### config.mk
export PLATFORM = sky130hd
export DESIGN_NAME = if_fetch
export DESIGN_NICKNAME = d
export VERILOG_FILES = /design/src/rtl/if_fetch.sv
export SDC_FILE = /design/constraint.sdc
export NUM_CORES = 1
export LEC_CHECK = 0
export ABC_CLOCK_PERIOD_IN_PS = 5600
export CORE_UTILIZATION = 41
export CTS_CLUSTER_DIAMETER = 80
export DETAILED_ROUTE_END_ITERATION = 16
export PLACE_DENSITY = 0.77
export REMOVE_ABC_BUFFERS = 1
export SLEW_MARGIN = 15
export SYNTH_ARGS = -nofsm -noshare
export SYNTH_HDL_FRONTEND = slang
export SYNTH_SLANG_ARGS = --single-unit
### constraint.sdc
create_clock -name clk -period 5.6 [get_ports clk]
set_clock_uncertainty 0.05 [all_clocks]
set_input_delay 0.84 -clock clk [delete_from_list [all_inputs] [get_ports clk]]
set_output_delay 0.84 -clock clk [all_outputs]
set_load 0.05 [all_outputs]
### src/rtl/if_fetch.sv
// RV32I fetch: four byte reads over the shared 8-bit port, assembled little-endian into pc/instruction.
// 5-cycle fetch latency (+1 per mem_busy issue cycle); holds the instruction while id_stall; br_en redirects.
module if_fetch #(
  parameter logic [31:0] RESET_PC = 32'h0
) (
  input  logic        clk,
  input  logic        rst,
  input  logic        mem_busy,
  input  logic [7:0]  mem_din,
  output logic [31:0] mem_a,
  output logic        mem_rd,
  input  logic        br_en,
  input  logic [31:0] br_tgt,
  input  logic        id_stall,
  output logic [31:0] pc_o,
  output logic [31:0] is_o,
  output logic        vld_o
);

  logic [31:0]     pc_q, pc_d;
  logic [2:0]      ni_q, ni_d;
  logic [2:0]      nr_q, nr_d;
  logic            pend_q, pend_d;
  logic            vld_q, vld_d;
  logic [3:0][7:0] buf_q, buf_d;

  // ni_q reaching 4 is what blocks further reads while an instruction is held.
  always_comb begin
    mem_rd = !ni_q[2] && !mem_busy && !br_en && !rst;
    mem_a  = mem_rd ? (pc_q + {29'b0, ni_q}) : 32'h0;
  end

  always_comb begin
    pc_d   = pc_q;
    ni_d   = ni_q;
    nr_d   = nr_q;
    vld_d  = vld_q;
    buf_d  = buf_q;
    pend_d = mem_rd;
    if (br_en) begin
      pc_d   = br_tgt;
      ni_d   = 3'd0;
      nr_d   = 3'd0;
      vld_d  = 1'b0;
      pend_d = 1'b0;
    end else begin
      if (mem_rd) begin
        ni_d = ni_q + 3'd1;
      end
      if (pend_q) begin
        buf_d[nr_q[1:0]] = mem_din;
        nr_d = nr_q + 3'd1;
        if (nr_q == 3'd3) begin
          vld_d = 1'b1;
        end
      end
      if (vld_q && !id_stall) begin
        pc_d  = pc_q + 32'd4;
        ni_d  = 3'd0;
        nr_d  = 3'd0;
        vld_d = 1'b0;
      end
    end
  end

  always_ff @(posedge clk) begin
    if (rst) begin
      pc_q   <= RESET_PC;
      ni_q   <= 3'd0;
      nr_q   <= 3'd0;
      pend_q <= 1'b0;
      vld_q  <= 1'b0;
      buf_q  <= '0;
    end else begin
      pc_q   <= pc_d;
      ni_q   <= ni_d;
      nr_q   <= nr_d;
      pend_q <= pend_d;
      vld_q  <= vld_d;
      buf_q  <= buf_d;
    end
  end

  assign pc_o  = pc_q;
  assign vld_o = vld_q;
  assign is_o  = vld_q ? buf_q : 32'h0;

endmodule

==> impl_metrics.json, run 1 <==
{
  "synth_area_leaders": "dfxtp_1, a21oi_1, nand2_1, and2_1, nand3_1",
  "worstMarginPinSlew_ns": 1.11,
  "ys_warn_count": 0,
  "num_vias": 4855,
  "synth_largest_area_cell": "dfxtp_1",
  "cts-buffers-inserted": 9,
  "setup_slack_ns": 0.761,
  "antenna_cells": 0,
  "path_clk_slew_ns": 0.08,
  "routed_via_density": 5.78,
  "grt_overflow_total": 0,
  "power.density_nw_per_um2": 202,
  "cts_buffer_depth": 2,
  "num_rows": 37,
  "synth-seq-cells": 72,
  "coreArea_um2": 10400,
  "status": "finished, final reports clean",
  "cts_tree": "done",
  "ios": 143,
  "crit_path_end_kind": "output port",
  "grtUsageTotal": 0.250,
  "seq_area_frac_synth": 0.323,
  "antenna_left": 0,
  "layout_commonest_cell": "clkdlybuf4s50_1",
  "min-delay-path-class": "reg -> reg",
  "setup_violations": 0,
  "startpoint_type": "register",
  "crit_fanout": 17,
  "finalSetupTns_ns": 0,
  "max_stage_delay_ns": 0.84,
  "grt_pass1_vias": 4585,
  "clockRootBuffer": "clkbuf_8",
  "ctsHoldBuffers": 0,
  "fin_hold_ws_ns": 0.402,
  "ctsHtreeMaxLevel": 3,
  "synth_edf_count": 0,
  "yosysTopAreaCellShare": 0.323,
  "cap_violations": 0,
  "final_nets": 755,
  "combPwrFrac": 0.177,
  "grt_pass1_wl_mm": 22.7,
  "crit_arrival_ns": 3.95,
  "multi_input_area_um2": 2770,
  "clock-sinks": 72,
  "p_seq_frac": 0.460,
  "hold_viol": 0,
  "post-route-drc-count": 0,
  "ir_drop_uv": 100,
  "dp_slack_ns": 1.15,
  "start_util": 0.428,
  "cp_data_required_time_ns": 4.71,
  "post-cts-setup-buffers": 0,
  "fmax_ghz": 0.207,
  "ff_latch_area_um2": 1440,
  "dp_hpwl_mm": 10.1,
  "die_h_um": 106,
  "die_area_um2": 11300,
  "p_int_mw": 0.866,
  "slowest_stage": "clkdlybuf4s50_1",
  "power_switching_mw": 0.366,
  "power_mw": 1.23,
  "grt_max_degree": 66,
  "critPathKind": "reg -> out",
  "synth.distinct_cells": 52,
  "nFillCells": 958,
  "area_growth_pct": 36.6,
  "p_leak_nw": 1.97,
  "routed_wl_mm": 14.0,
  "die_w_um": 106,
  "final_cell_mix": "clkdlybuf4s50_1, dfxtp_1, nand2_1, a21oi_1, nor2_1",
  "synthCells": 588,
  "wl_per_cell_um": 16.6,
  "synth-async-reset-ratio": 0,
  "slew_violations": 0,
  "crit_chain": "ha_1 > inv_1 > fa_1 > nor2b_1 > o2111ai_1 > or4_1 > a21oi_1 > clkdlybuf4s50_1",
  "cts_resized": 0,
  "min_period_ns": 4.84,
  "io_buffers": 142,
  "ff2ff_path_depth": 4,
  "drtPass1Iterations": 5,
  "switching_share": 0.297,
  "final_core_util": 0.585,
  "place_congestion": 0.897,
  "antenna_found_initial": 0,
  "synth_area_um2": 4460,
  "min_period_over_period": 0.864,
  "synthFlopType": "dfxtp_1",
  "drive_above_1_share": 0.0511,
  "worstSkewPairLatency_ns": 0.34,
  "avgSynthCellArea_um2": 7.58,
  "rsz0062_at_grt": "false",
  "slew_headroom": 0.263,
  "clockPowerShare": 0.363,
  "hold_path_depth": 2,
  "dr.first_iter.drc_count": 305
}
-- cells by family (layout without fill, tap and decap cells) --
logic type | count (synthesis) | count (layout) | share of synthesized area
compound gates | 136 | 136 | 0.203
simple gates | 279 | 279 | 0.330
buf+inv | 62 | 178 | 0.0550
mux | 3 | 3 | 0.00674
xor+xnor | 25 | 25 | 0.0491
fa+ha+maj | 11 | 11 | 0.0326
flops | 72 | 72 | 0.323
-- metrics by stage --
stage               cell area [µm²]  std cells
floorplan                      4270        541
global placement               5880        824
detailed placement             5880        824
CTS                            6090        840
global route                   6090        840
finish                         6090        840
-- critical path: cells and delay by family, from the launching register on --
| family | cells | cell delay [ns] |
|---|---|---|
| AO/OA/AOI/OAI | 2 | 0.73 |
| adder cells (fa/ha/maj) | 2 | 0.56 |
| buffers and inverters | 2 | 0.89 |
| flip-flops | 1 | 0.39 |
| AND/OR/NAND/NOR | 2 | 1.03 |
-- cell usage after synthesis, drive strengths merged, types with 13 or more instances --
master	count
a211oi	14
a21oi	52
and2	39
buf	13
clkbuf	34
dfxtp	72
inv	15
nand2	67
nand3	40
nand4	15
nor2	49
o21ai	13
or4	19
xnor2	19
-- registers in the layout (all words and copies together), names as in the netlist --
| register | flops |
|---|---|
| buf_q | 32 |
| vld_o | 1 |
| pc_o | 32 |
| pend_q | 1 |
| nr_q | 3 |
| ni_q | 3 |
-- worst paths after layout --
kind	slack, ns	to	from
worst max register to register	2.76	pc_o[17]	vld_o
worst max-delay path	0.76	mem_a[20]	ni_q[0]
worst min-delay path	0.40	buf_q[31]	buf_q[31]
worst min register to register	0.40	buf_q[31]	buf_q[31]
-- metal layers --
metal	wire [µm]	vias up	GRT usage
met3	1320	24	0.0515
li1	-	2348	-
met2	6560	245	0.422
met5	0	-	0
met1	5820	2238	0.312
met4	267	0	0.0893
-- power groups by stage --
| stage | Sequential [mW] | Clock [mW] | Combinational (mW) |
|---|---|---|---|
| floorplan | 0.619 | 0 | 0.0688 |
| global placement | 0.576 | 0 | 0.215 |
| detailed placement | 0.576 | 0 | 0.217 |
| CTS | 0.565 | 0.451 | 0.218 |
| global route | 0.569 | 0.472 | 0.231 |
| finish | 0.566 | 0.447 | 0.218 |
-- final cells by class --
type / count / share of cell area
Timing Repair Buffer: 147 / 0.236
Inverter: 15 / 0.00925
Multi-Input combinational cell: 454 / 0.455
Clock buffer: 10 / 0.0210
Sequential cell: 72 / 0.237
Tap cell: 136 / 0.0279
Clock inverter: 6 / 0.0138
Power figures use the tool's default switching activity.
==> inputs of run 2 (changes only) <==
- ABC_CLOCK_PERIOD_IN_PS: 5600 -> 4800
- CORE_UTILIZATION: 41 -> 40
- PLACE_DENSITY: 0.77 -> 0.76
- clock period: 5.6 -> 4.8 ns (I/O delays scaled with it)
==> run 2 against run 1 <==
Final area is 0.58% higher. Routed wire length is 4.1% higher. Critical path depth stayed put. First-iteration DRC count is 23% higher. Die area is 2.5% higher. Non-clock buffer count stayed put. Worst hold slack hardly changed. Worst setup slack worse by 0.16 ns. Core utilization is 2.0 points lower. Clock-buffer cell count stayed put. Register-to-register slack worse by 0.82 ns. Critical path type unchanged.
==> impl_metrics.json, run 2 (same netlist as run 1, synthesis figures left out) <==
{
  "coreArea_um2": 10800,
  "die_area_um2": 11600,
  "p_int_mw": 0.973,
  "p_seq_frac": 0.469,
  "crit_chain": "ha_1 > inv_1 > fa_1 > nor2b_1 > o2111ai_1 > or4_1 > a21oi_1 > buf_4",
  "grt_overflow_total": 0,
  "dr.first_iter.drc_count": 376,
  "use_met3": 0.0605,
  "antenna_left": 0,
  "start_util": 0.411,
  "drtPass1Iterations": 5,
  "finalSetupTns_ns": 0,
  "grtUsageTotal": 0.250,
  "fin_cells": 843,
  "grt_busiest_layer": "met2",
  "post-route-drc-count": 0,
  "power.density_nw_per_um2": 231,
  "crit_fanout": 17,
  "rsz0062_at_grt": "false",
  "max_stage_delay_ns": 0.72,
  "power_switching_mw": 0.440,
  "num_vias": 4957,
  "slew_violations": 0,
  "ir_drop_uv": 198,
  "nFillCells": 1014,
  "final_core_util": 0.565,
  "dp_slack_ns": 0.948,
  "die_w_um": 108,
  "wl_per_cell_um": 17.3,
  "layout_commonest_cell": "clkdlybuf4s50_1",
  "drive_above_1_share": 0.0882,
  "clockRootBuffer": "clkbuf_8",
  "worstSkewPairLatency_ns": 0.35,
  "p_leak_nw": 2.04,
  "post-cts-setup-buffers": 0,
  "setup_violations": 0,
  "switching_share": 0.312,
  "ctsHoldBuffers": 0,
  "routed_via_density": 5.88,
  "die_h_um": 108,
  "grt_pass1_wl_mm": 22.7,
  "min_period_over_period": 0.875,
  "clock-sinks": 72,
  "status": "finished, final reports clean",
  "routed_wl_mm": 14.5,
  "slew_headroom": 0.218,
  "fmax_ghz": 0.238,
  "cts_resized": 0,
  "cts_tree": "done",
  "min_period_ns": 4.20,
  "grtUsageMet1": 0.321,
  "dp_cells": 828,
  "hold_viol": 0,
  "cts_buffer_depth": 2,
  "crit_arrival_ns": 3.43,
  "cap_violations": 0,
  "path_clk_slew_ns": 0.08,
  "min-delay-path-class": "reg -> reg",
  "setup_slack_ns": 0.601,
  "power_mw": 1.41,
  "cts-buffers-inserted": 9,
  "ios": 143,
  "io_buffers": 142,
  "place_congestion": 0.916,
  "final_cell_mix": "clkdlybuf4s50_1, dfxtp_1, nand2_1, a21oi_1, nor2_1",
  "antenna_cells": 0,
  "critPathKind": "reg -> out",
  "clockPowerShare": 0.348,
  "area_growth_pct": 37.4,
  "dp_hpwl_mm": 10.4,
  "antenna_found_initial": 0,
  "ctsHtreeMaxLevel": 3,
  "cp_data_required_time_ns": 4.03,
  "num_rows": 38,
  "grt_pass1_vias": 4551,
  "slowest_stage": "or4_1",
  "r2r_setup_slack_ns": 1.94,
  "grt_max_degree": 66,
  "startpoint_type": "register",
  "crit_path_end_kind": "output port",
  "combPwrFrac": 0.183,
  "use_met2": 0.402,
  "final_nets": 755,
  "worstMarginPinSlew_ns": 1.17
}
run 2: cell count changes in the layout (fill, tap and decap cells not counted), sizes merged:
cell and delta:
inv +1, buf +26, clkinvlp +1, clkdlybuf4s50 -26, bufinv -1, clkinv -2
run 2: layer usage:
layer,wire (µm),up-vias
met3,1290,32
met2,6620,253
met5,0,-
li1,-,2357
met1,6310,2315
met4,310,0
run 2: power by group through the flow:
stage | Combinational [mW] | Sequential [mW] | Clock (mW)
5_1_grt | 0.272 | 0.666 | 0.519
3_3_place_gp | 0.254 | 0.673 | 0
4_1_cts | 0.258 | 0.660 | 0.495
3_5_place_dp | 0.257 | 0.673 | 0
2_1_floorplan | 0.0802 | 0.722 | 0
6_report | 0.259 | 0.662 | 0.492
run 2: worst paths after layout:
path	start	to	cells after the start
worst max-delay path	ni_q[0]	mem_a[26]	8
worst min-delay path	buf_q[1]	buf_q[1]	2
worst max register to register	vld_o	pc_o[21]	4
worst min register to register	buf_q[1]	buf_q[1]	2
run 2: critical path: cells and delay by family, from the launching register on:
| kind | cells | cell delay, ns |
|---|---|---|
| adder cells (fa/ha/maj) | 2 | 0.58 |
| buffers and inverters | 2 | 0.28 |
| AO/OA/AOI/OAI | 2 | 0.78 |
| AND/OR/NAND/NOR | 2 | 1.05 |
| flip-flops | 1 | 0.38 |
run 2: cell type report:
class                   instances  area [µm²]  share of cell area
clock buffers                  10         138              0.0225
clock inverters                 5        56.3             0.00919
inverters                      15        56.3             0.00919
multi-input cells             454        2770               0.453
flip-flops and latches         72        1440               0.235
well taps                     140         175              0.0286
repair buffers                147        1480               0.242
run 2: per-stage QoR:
stage	cell area (µm²)	hold WS (ns)
after global routing	6120	0.419
after detailed placement	5930	0.393
after CTS	6120	0.404
after floorplan	4270	0.376
after global placement	5930	0.389
final	6120	0.402
